[src/rtl/dcache_pkg.sv]
// Shared geometry, FSM encoding and address field helpers for the write-back data cache.
// Latency: n/a (types and constants only).
// Backpressure: n/a.
package dcache_pkg;

   localparam int INDEX_BITS     = 3;
   localparam int OFFSET_BITS    = 2;
   localparam int ADDR_W         = 16;
   localparam int TAG_W          = ADDR_W - INDEX_BITS - OFFSET_BITS;
   localparam int WORD_W         = 16;
   localparam int WORDS_PER_LINE = 1 << OFFSET_BITS;
   localparam int LINE_W         = WORD_W * WORDS_PER_LINE;
   localparam int NUM_LINES      = 1 << INDEX_BITS;
   localparam int MEM_ADDR_W     = TAG_W + INDEX_BITS;

   typedef enum logic [1:0] {
      S_IDLE = 2'd0,
      S_WB   = 2'd1,
      S_FILL = 2'd2
   } state_t;

   function automatic logic [TAG_W-1:0] tag_of(input logic [ADDR_W-1:0] a);
      return a[ADDR_W-1 -: TAG_W];
   endfunction

   function automatic logic [INDEX_BITS-1:0] index_of(input logic [ADDR_W-1:0] a);
      return a[OFFSET_BITS +: INDEX_BITS];
   endfunction

   function automatic logic [OFFSET_BITS-1:0] offset_of(input logic [ADDR_W-1:0] a);
      return a[OFFSET_BITS-1:0];
   endfunction

endpackage

[src/rtl/dcache_array.sv]
// Tag/valid/dirty/data storage for the direct-mapped cache, combinational read port.
// Latency: reads same cycle; word writes and line fills take effect at the next posedge.
// Backpressure: none; the controller never issues a word write and a fill together.
module dcache_array
   import dcache_pkg::*;
(
   input  logic                   clk,
   input  logic                   rst,
   input  logic [INDEX_BITS-1:0]  rd_idx_i,
   output logic [TAG_W-1:0]       rd_tag_o,
   output logic                   rd_valid_o,
   output logic                   rd_dirty_o,
   output logic [LINE_W-1:0]      rd_line_o,
   input  logic                   wr_word_en_i,
   input  logic [INDEX_BITS-1:0]  wr_idx_i,
   input  logic [OFFSET_BITS-1:0] wr_off_i,
   input  logic [WORD_W-1:0]      wr_word_i,
   input  logic                   fill_en_i,
   input  logic [INDEX_BITS-1:0]  fill_idx_i,
   input  logic [TAG_W-1:0]       fill_tag_i,
   input  logic [LINE_W-1:0]      fill_line_i
);

   logic [NUM_LINES-1:0] valid_q;
   logic [NUM_LINES-1:0] dirty_q;
   logic [TAG_W-1:0]     tag_q  [NUM_LINES];
   logic [LINE_W-1:0]    data_q [NUM_LINES];

   assign rd_tag_o   = tag_q[rd_idx_i];
   assign rd_valid_o = valid_q[rd_idx_i];
   assign rd_dirty_o = dirty_q[rd_idx_i];
   assign rd_line_o  = data_q[rd_idx_i];

   always_ff @(posedge clk) begin
      if (rst) begin
         valid_q <= '0;
         dirty_q <= '0;
      end else if (fill_en_i) begin
         valid_q[fill_idx_i] <= 1'b1;
         dirty_q[fill_idx_i] <= 1'b0;
      end else if (wr_word_en_i) begin
         dirty_q[wr_idx_i] <= 1'b1;
      end
   end

   // Payload arrays are left uninitialised; valid_q alone gates their use.
   always_ff @(posedge clk) begin
      if (fill_en_i) begin
         tag_q[fill_idx_i]  <= fill_tag_i;
         data_q[fill_idx_i] <= fill_line_i;
      end else if (wr_word_en_i) begin
         data_q[wr_idx_i][wr_off_i*WORD_W +: WORD_W] <= wr_word_i;
      end
   end

endmodule

[src/rtl/dcache_wb.sv]
// Direct-mapped write-back/write-allocate data cache controller between MEM stage and memory.
// Latency: hits complete in the request cycle; clean miss N+2 cycles, dirty miss adds writeback.
// Backpressure: d_hit low stalls the processor; memory transfers held until mem_rdy pulses.
module dcache_wb
   import dcache_pkg::*;
(
   input  logic                  clk,
   input  logic                  rst,
   input  logic [ADDR_W-1:0]     d_addr,
   input  logic                  Mem_re,
   input  logic                  Mem_we,
   input  logic [WORD_W-1:0]     wrt_data,
   output logic [WORD_W-1:0]     rd_data,
   output logic                  d_hit,
   output logic [MEM_ADDR_W-1:0] mem_addr,
   output logic                  mem_re,
   output logic                  mem_we,
   output logic [LINE_W-1:0]     mem_wdata,
   input  logic [LINE_W-1:0]     mem_rdata,
   input  logic                  mem_rdy
);

   state_t                  state_q, state_d;
   logic [MEM_ADDR_W-1:0]   mem_addr_q, mem_addr_d;
   logic                    mem_re_q, mem_re_d;
   logic                    mem_we_q, mem_we_d;
   logic [LINE_W-1:0]       mem_wdata_q, mem_wdata_d;

   logic [TAG_W-1:0]        req_tag;
   logic [INDEX_BITS-1:0]   req_idx;
   logic [OFFSET_BITS-1:0]  req_off;
   logic [TAG_W-1:0]        arr_tag;
   logic                    arr_valid;
   logic                    arr_dirty;
   logic [LINE_W-1:0]       arr_line;
   logic                    hit;
   logic                    req;
   logic [WORD_W-1:0]       sel_word;
   logic                    wr_word_en;
   logic                    fill_en;

   assign req_tag  = tag_of(d_addr);
   assign req_idx  = index_of(d_addr);
   assign req_off  = offset_of(d_addr);
   assign req      = Mem_re | Mem_we;
   assign hit      = arr_valid & (arr_tag == req_tag);
   assign sel_word = arr_line[req_off*WORD_W +: WORD_W];

   dcache_array u_array (
      .clk          (clk),
      .rst          (rst),
      .rd_idx_i     (req_idx),
      .rd_tag_o     (arr_tag),
      .rd_valid_o   (arr_valid),
      .rd_dirty_o   (arr_dirty),
      .rd_line_o    (arr_line),
      .wr_word_en_i (wr_word_en),
      .wr_idx_i     (req_idx),
      .wr_off_i     (req_off),
      .wr_word_i    (wrt_data),
      .fill_en_i    (fill_en),
      .fill_idx_i   (mem_addr_q[INDEX_BITS-1:0]),
      .fill_tag_i   (mem_addr_q[MEM_ADDR_W-1 -: TAG_W]),
      .fill_line_i  (mem_rdata)
   );

   always_comb begin
      state_d     = state_q;
      mem_addr_d  = mem_addr_q;
      mem_re_d    = mem_re_q;
      mem_we_d    = mem_we_q;
      mem_wdata_d = mem_wdata_q;
      d_hit       = 1'b0;
      rd_data     = '0;
      wr_word_en  = 1'b0;
      fill_en     = 1'b0;
      if (!rst) begin
         case (state_q)
            S_IDLE: begin
               d_hit = ~req | hit;
               if (req && hit) begin
                  rd_data    = sel_word;
                  wr_word_en = Mem_we;
               end else if (req) begin
                  if (arr_valid && arr_dirty) begin
                     state_d     = S_WB;
                     mem_we_d    = 1'b1;
                     mem_addr_d  = {arr_tag, req_idx};
                     mem_wdata_d = arr_line;
                  end else begin
                     state_d    = S_FILL;
                     mem_re_d   = 1'b1;
                     mem_addr_d = {req_tag, req_idx};
                  end
               end
            end
            S_WB: begin
               // Fill target follows the live address so a mid-miss change is honoured.
               if (mem_rdy) begin
                  state_d    = S_FILL;
                  mem_we_d   = 1'b0;
                  mem_re_d   = 1'b1;
                  mem_addr_d = {req_tag, req_idx};
               end
            end
            S_FILL: begin
               if (mem_rdy) begin
                  fill_en  = 1'b1;
                  state_d  = S_IDLE;
                  mem_re_d = 1'b0;
               end
            end
            default: state_d = S_IDLE;
         endcase
      end
   end

   always_ff @(posedge clk) begin
      if (rst) begin
         state_q     <= S_IDLE;
         mem_addr_q  <= '0;
         mem_re_q    <= 1'b0;
         mem_we_q    <= 1'b0;
         mem_wdata_q <= '0;
      end else begin
         state_q     <= state_d;
         mem_addr_q  <= mem_addr_d;
         mem_re_q    <= mem_re_d;
         mem_we_q    <= mem_we_d;
         mem_wdata_q <= mem_wdata_d;
      end
   end

   assign mem_addr  = mem_addr_q;
   assign mem_re    = mem_re_q;
   assign mem_we    = mem_we_q;
   assign mem_wdata = mem_wdata_q;

endmodule

[config.mk]
export PLATFORM = sky130hd
export DESIGN_NAME = dcache_wb
export DESIGN_NICKNAME = d
export VERILOG_FILES = /design/src/rtl/dcache_pkg.sv /design/src/rtl/dcache_array.sv /design/src/rtl/dcache_wb.sv
export SDC_FILE = /design/constraint.sdc
export NUM_CORES = 1
export LEC_CHECK = 0
export ABC_AREA = 1
export CELL_PAD_IN_SITES_DETAIL_PLACEMENT = 1
export CELL_PAD_IN_SITES_GLOBAL_PLACEMENT = 1
export CORE_MARGIN = 3
export CORE_UTILIZATION = 44
export CTS_BUF_LIST = sky130_fd_sc_hd__clkbuf_8 sky130_fd_sc_hd__clkbuf_16
export DETAILED_ROUTE_END_ITERATION = 8
export HOLD_SLACK_MARGIN = 0.03
export PLACE_DENSITY_LB_ADDON = 0.12
export SLEW_MARGIN = 20
export SYNTH_ARGS = -nofsm -noshare
export SYNTH_HDL_FRONTEND = slang
export SYNTH_HIERARCHICAL = 1
export SYNTH_SLANG_ARGS = --single-unit
[constraint.sdc]
create_clock -name clk -period 9.9 [get_ports clk]
set_input_delay 1.485 -clock clk [delete_from_list [all_inputs] [get_ports clk]]
set_output_delay 1.485 -clock clk [all_outputs]
set_load 0.005 [all_outputs]
==> results.toml <==
[floorplan]
die_w_um = 264
io_pins = 198
core_sq_um = 66000
initial_core_util = 0.445
rows = 94
fp.dieArea_sq_um = 69900
die_h_um = 264

[grt]
grt_pass1_wl_um = 148000
grt_overflow_total = 0
grt_use_total = 0.284
antenna_found_initial = 2
first_global_vias = 22369
grt_max_degree = 133

[route]
vias = 22380
dr.pass1.iters = 5
wl_per_cell_um = 27.0
totalWireLength_um = 101000
via_per_inst = 5.96
drt-initial-drc-count = 2306
drc = 0
ant_nets = 0

[worst_setup_path]
r2r_end = "u_array/data_q[3][36]"
cpMaxStageDelayCell = "buf_4"
reg2reg_from = "u_array/tag_q[6][6]"
cp.arrival_ns = 5.93
r2r_slack_ns = 4.99
crit_required_ns = 8.42
worstSetupPathType = "input pin to primary output"
crit_chain = "clkbuf_8, buf_4, buf_4, o21ai_0, o22ai_1, nand2_1, nand2_1, nand2_1, a32o_1, nor2_1, clkdlybuf4s50_1"
crit_path_frequent_cell = "nand2_1"
slowest_delay_ns = 0.82
critPathTopFamily = "buffers and inverters"
reg2reg_depth = 19
worst_setup_path_start_kind = "input pin"
crit_buf_inv = 4
cp-end-kind = "primary output"
crit_fanout = 87
path_depth = 11

[pwr]
irDropWorstVdd_mv = 0.163
powerDensity_nw_per_um2 = 193
power.leakage_nw = 11.7

[logic_synthesis]
synth_edf_count = 600
synthTopCellsByCount = "edfxtp_1, nand2_1, nor2_1, o21ai_0, o22ai_1"
syn_inst = 2697
yosysSeqAreaShare = 0.680
yosys_warnings = 6
avgSynthCellArea_sq_um = 10.9
yosys.cell_types.count = 31
ys_ff_latch = 698
async_reset_ff_frac = 0
synth_top_area_cell = "edfxtp_1"
synth_most_common_cell = "edfxtp_1"
synth_flop_cell = "edfxtp_1"
syn_nets = 2802
synth_area_sq_um = 29400
synth_top_cell_area_share = 0.613
synth_top_cells_by_area = "edfxtp_1, dfxtp_1, nand2_1"

[place]
gp_congestion = 0.881
io_buffers = 197
pre_cts_slack_ns = 2.07
dp_cells = 3612
dpl_cell_area_sq_um = 31900
dp_hpwl_um = 63600

[clock_tree]
clockBufferDepth = 3
root_buffer = "clkbuf_16"
clock_sinks = 698
cts_setup_buffers = 0
ctsHoldBuffers = 0
htree_levels = 3
cts_buffers = 76
post_cts_resized = 0
cts_tree = "yes"
worstSkewPairLatency_ns = 0.62
clkTransAtPathRegs_ns = 0.05

[sta]
drv_slew = 0
setup-violations-final = 0
slew_headroom = 0.295
hold_viol_final = 0
tns_ns = 0
fmax_mhz = 135
rsz0062_at_grt = "false"
fin_skew_ns = 0.0216
finalCritPeriodShare = 0.749
period_minus_slack_ns = 7.42
fin_ws_ns = 2.48
tightest_slew_ns = 1.06

[layout]
syn_to_final_growth_pct = 17.0
diodes = 0
nNetsFinal = 2931
drive_gt1_frac = 0.0776
design_area_sq_um = 34400
instances_no_fill = 3752

[worst_hold_path]
hp-start = "mem_wdata[57]"
worstHoldEndpoint = "mem_wdata[57]"
hold-path-cell-count = 2
hold_path_class = "flop to flop"

[outcome]
outcome = "finished, final reports clean"

[run]
cap_violations = 0
==> report_power, final <==
group	total (mW)	switching, mW	leakage (nW)	internal, mW
logic	0.557	0.398	4.24	0.159
clock network	2.82	1.18	1.26	1.64
registers	3.25	0.0250	6.19	3.23
==> worst max-delay path by stage <==
stage / startpoint / end / slack, ns
after global placement: d_addr[3] / u_array/data_q[7][36] / 2.27
after CTS: d_addr[3] / rd_data[15] / 2.55
final: d_addr[2] / rd_data[15] / 2.48
after global routing: d_addr[3] / u_array/data_q[6][36] / 2.15
after detailed placement: d_addr[3] / u_array/data_q[6][36] / 2.07
after floorplan: d_addr[4] / u_array/data_q[0][0] / 4.75
==> metal layers <==
layer	GRT usage	up-vias	routed length (um)
met5	0	-	11
met4	0.0926	2	3370
met3	0.0498	181	8080
met2	0.453	962	46800
met1	0.397	11325	42900
li1	-	9910	-
==> sequential cells by signal (all words and copies together), names as in the netlist <==
signal           cells
mem_addr            14
mem_re               1
mem_wdata           64
mem_we               1
state_q              2
u_array/data_q     512
u_array/dirty_q      8
u_array/tag_q       88
u_array/valid_q      8
==> worst reg2reg max path: cells and delay by family, from the launching register on <==
family          cells  cell delay [ns]
compound gates      4             0.96
flops               1             0.35
simple gates       12             2.42
buf+inv             3             0.96
==> placed cells by master (no fill, tap or decap), types with 77 or more instances in the layout <==
master	netlist	routed
edfxtp_1	600	600
nand2_1	478	478
nor2_1	428	426
o21ai_0	318	318
clkdlybuf4s50_1	0	192
o22ai_1	152	152
a21oi_1	150	150
nand4_1	104	104
dfxtp_1	98	98
clkbuf_16	0	77
==> cell families after synthesis <==
family / share of synthesized area
DFF: 0.680
AOI/OAI and AO/OA: 0.125
buffers and inverters: 0.0407
and+or+nand+nor: 0.153
adders and majority gates: 0.00170
==> per-stage QoR <==
stage | hold WS, ns | power (mW) | utilization
5_1_grt | 0.481 | 6.85 | 0.521
4_1_cts | 0.464 | 6.67 | 0.521
3_5_place_dp | 0.454 | 3.86 | 0.483
3_3_place_gp | 0.446 | 3.85 | 0.483
6_report | 0.462 | 6.63 | 0.521
2_1_floorplan | 0.435 | 3.60 | -
==> layout make-up <==
class	instances	area (sq um)
fill	6957	31600
sequential	698	20000
multi-input combinational	1737	8210
timing repair buffer	251	2370
clock buffer	79	1950
tap	864	1080
clock inverter	61	526
inverter	62	241
No activity file was read; power rests on OpenSTA's default activity.
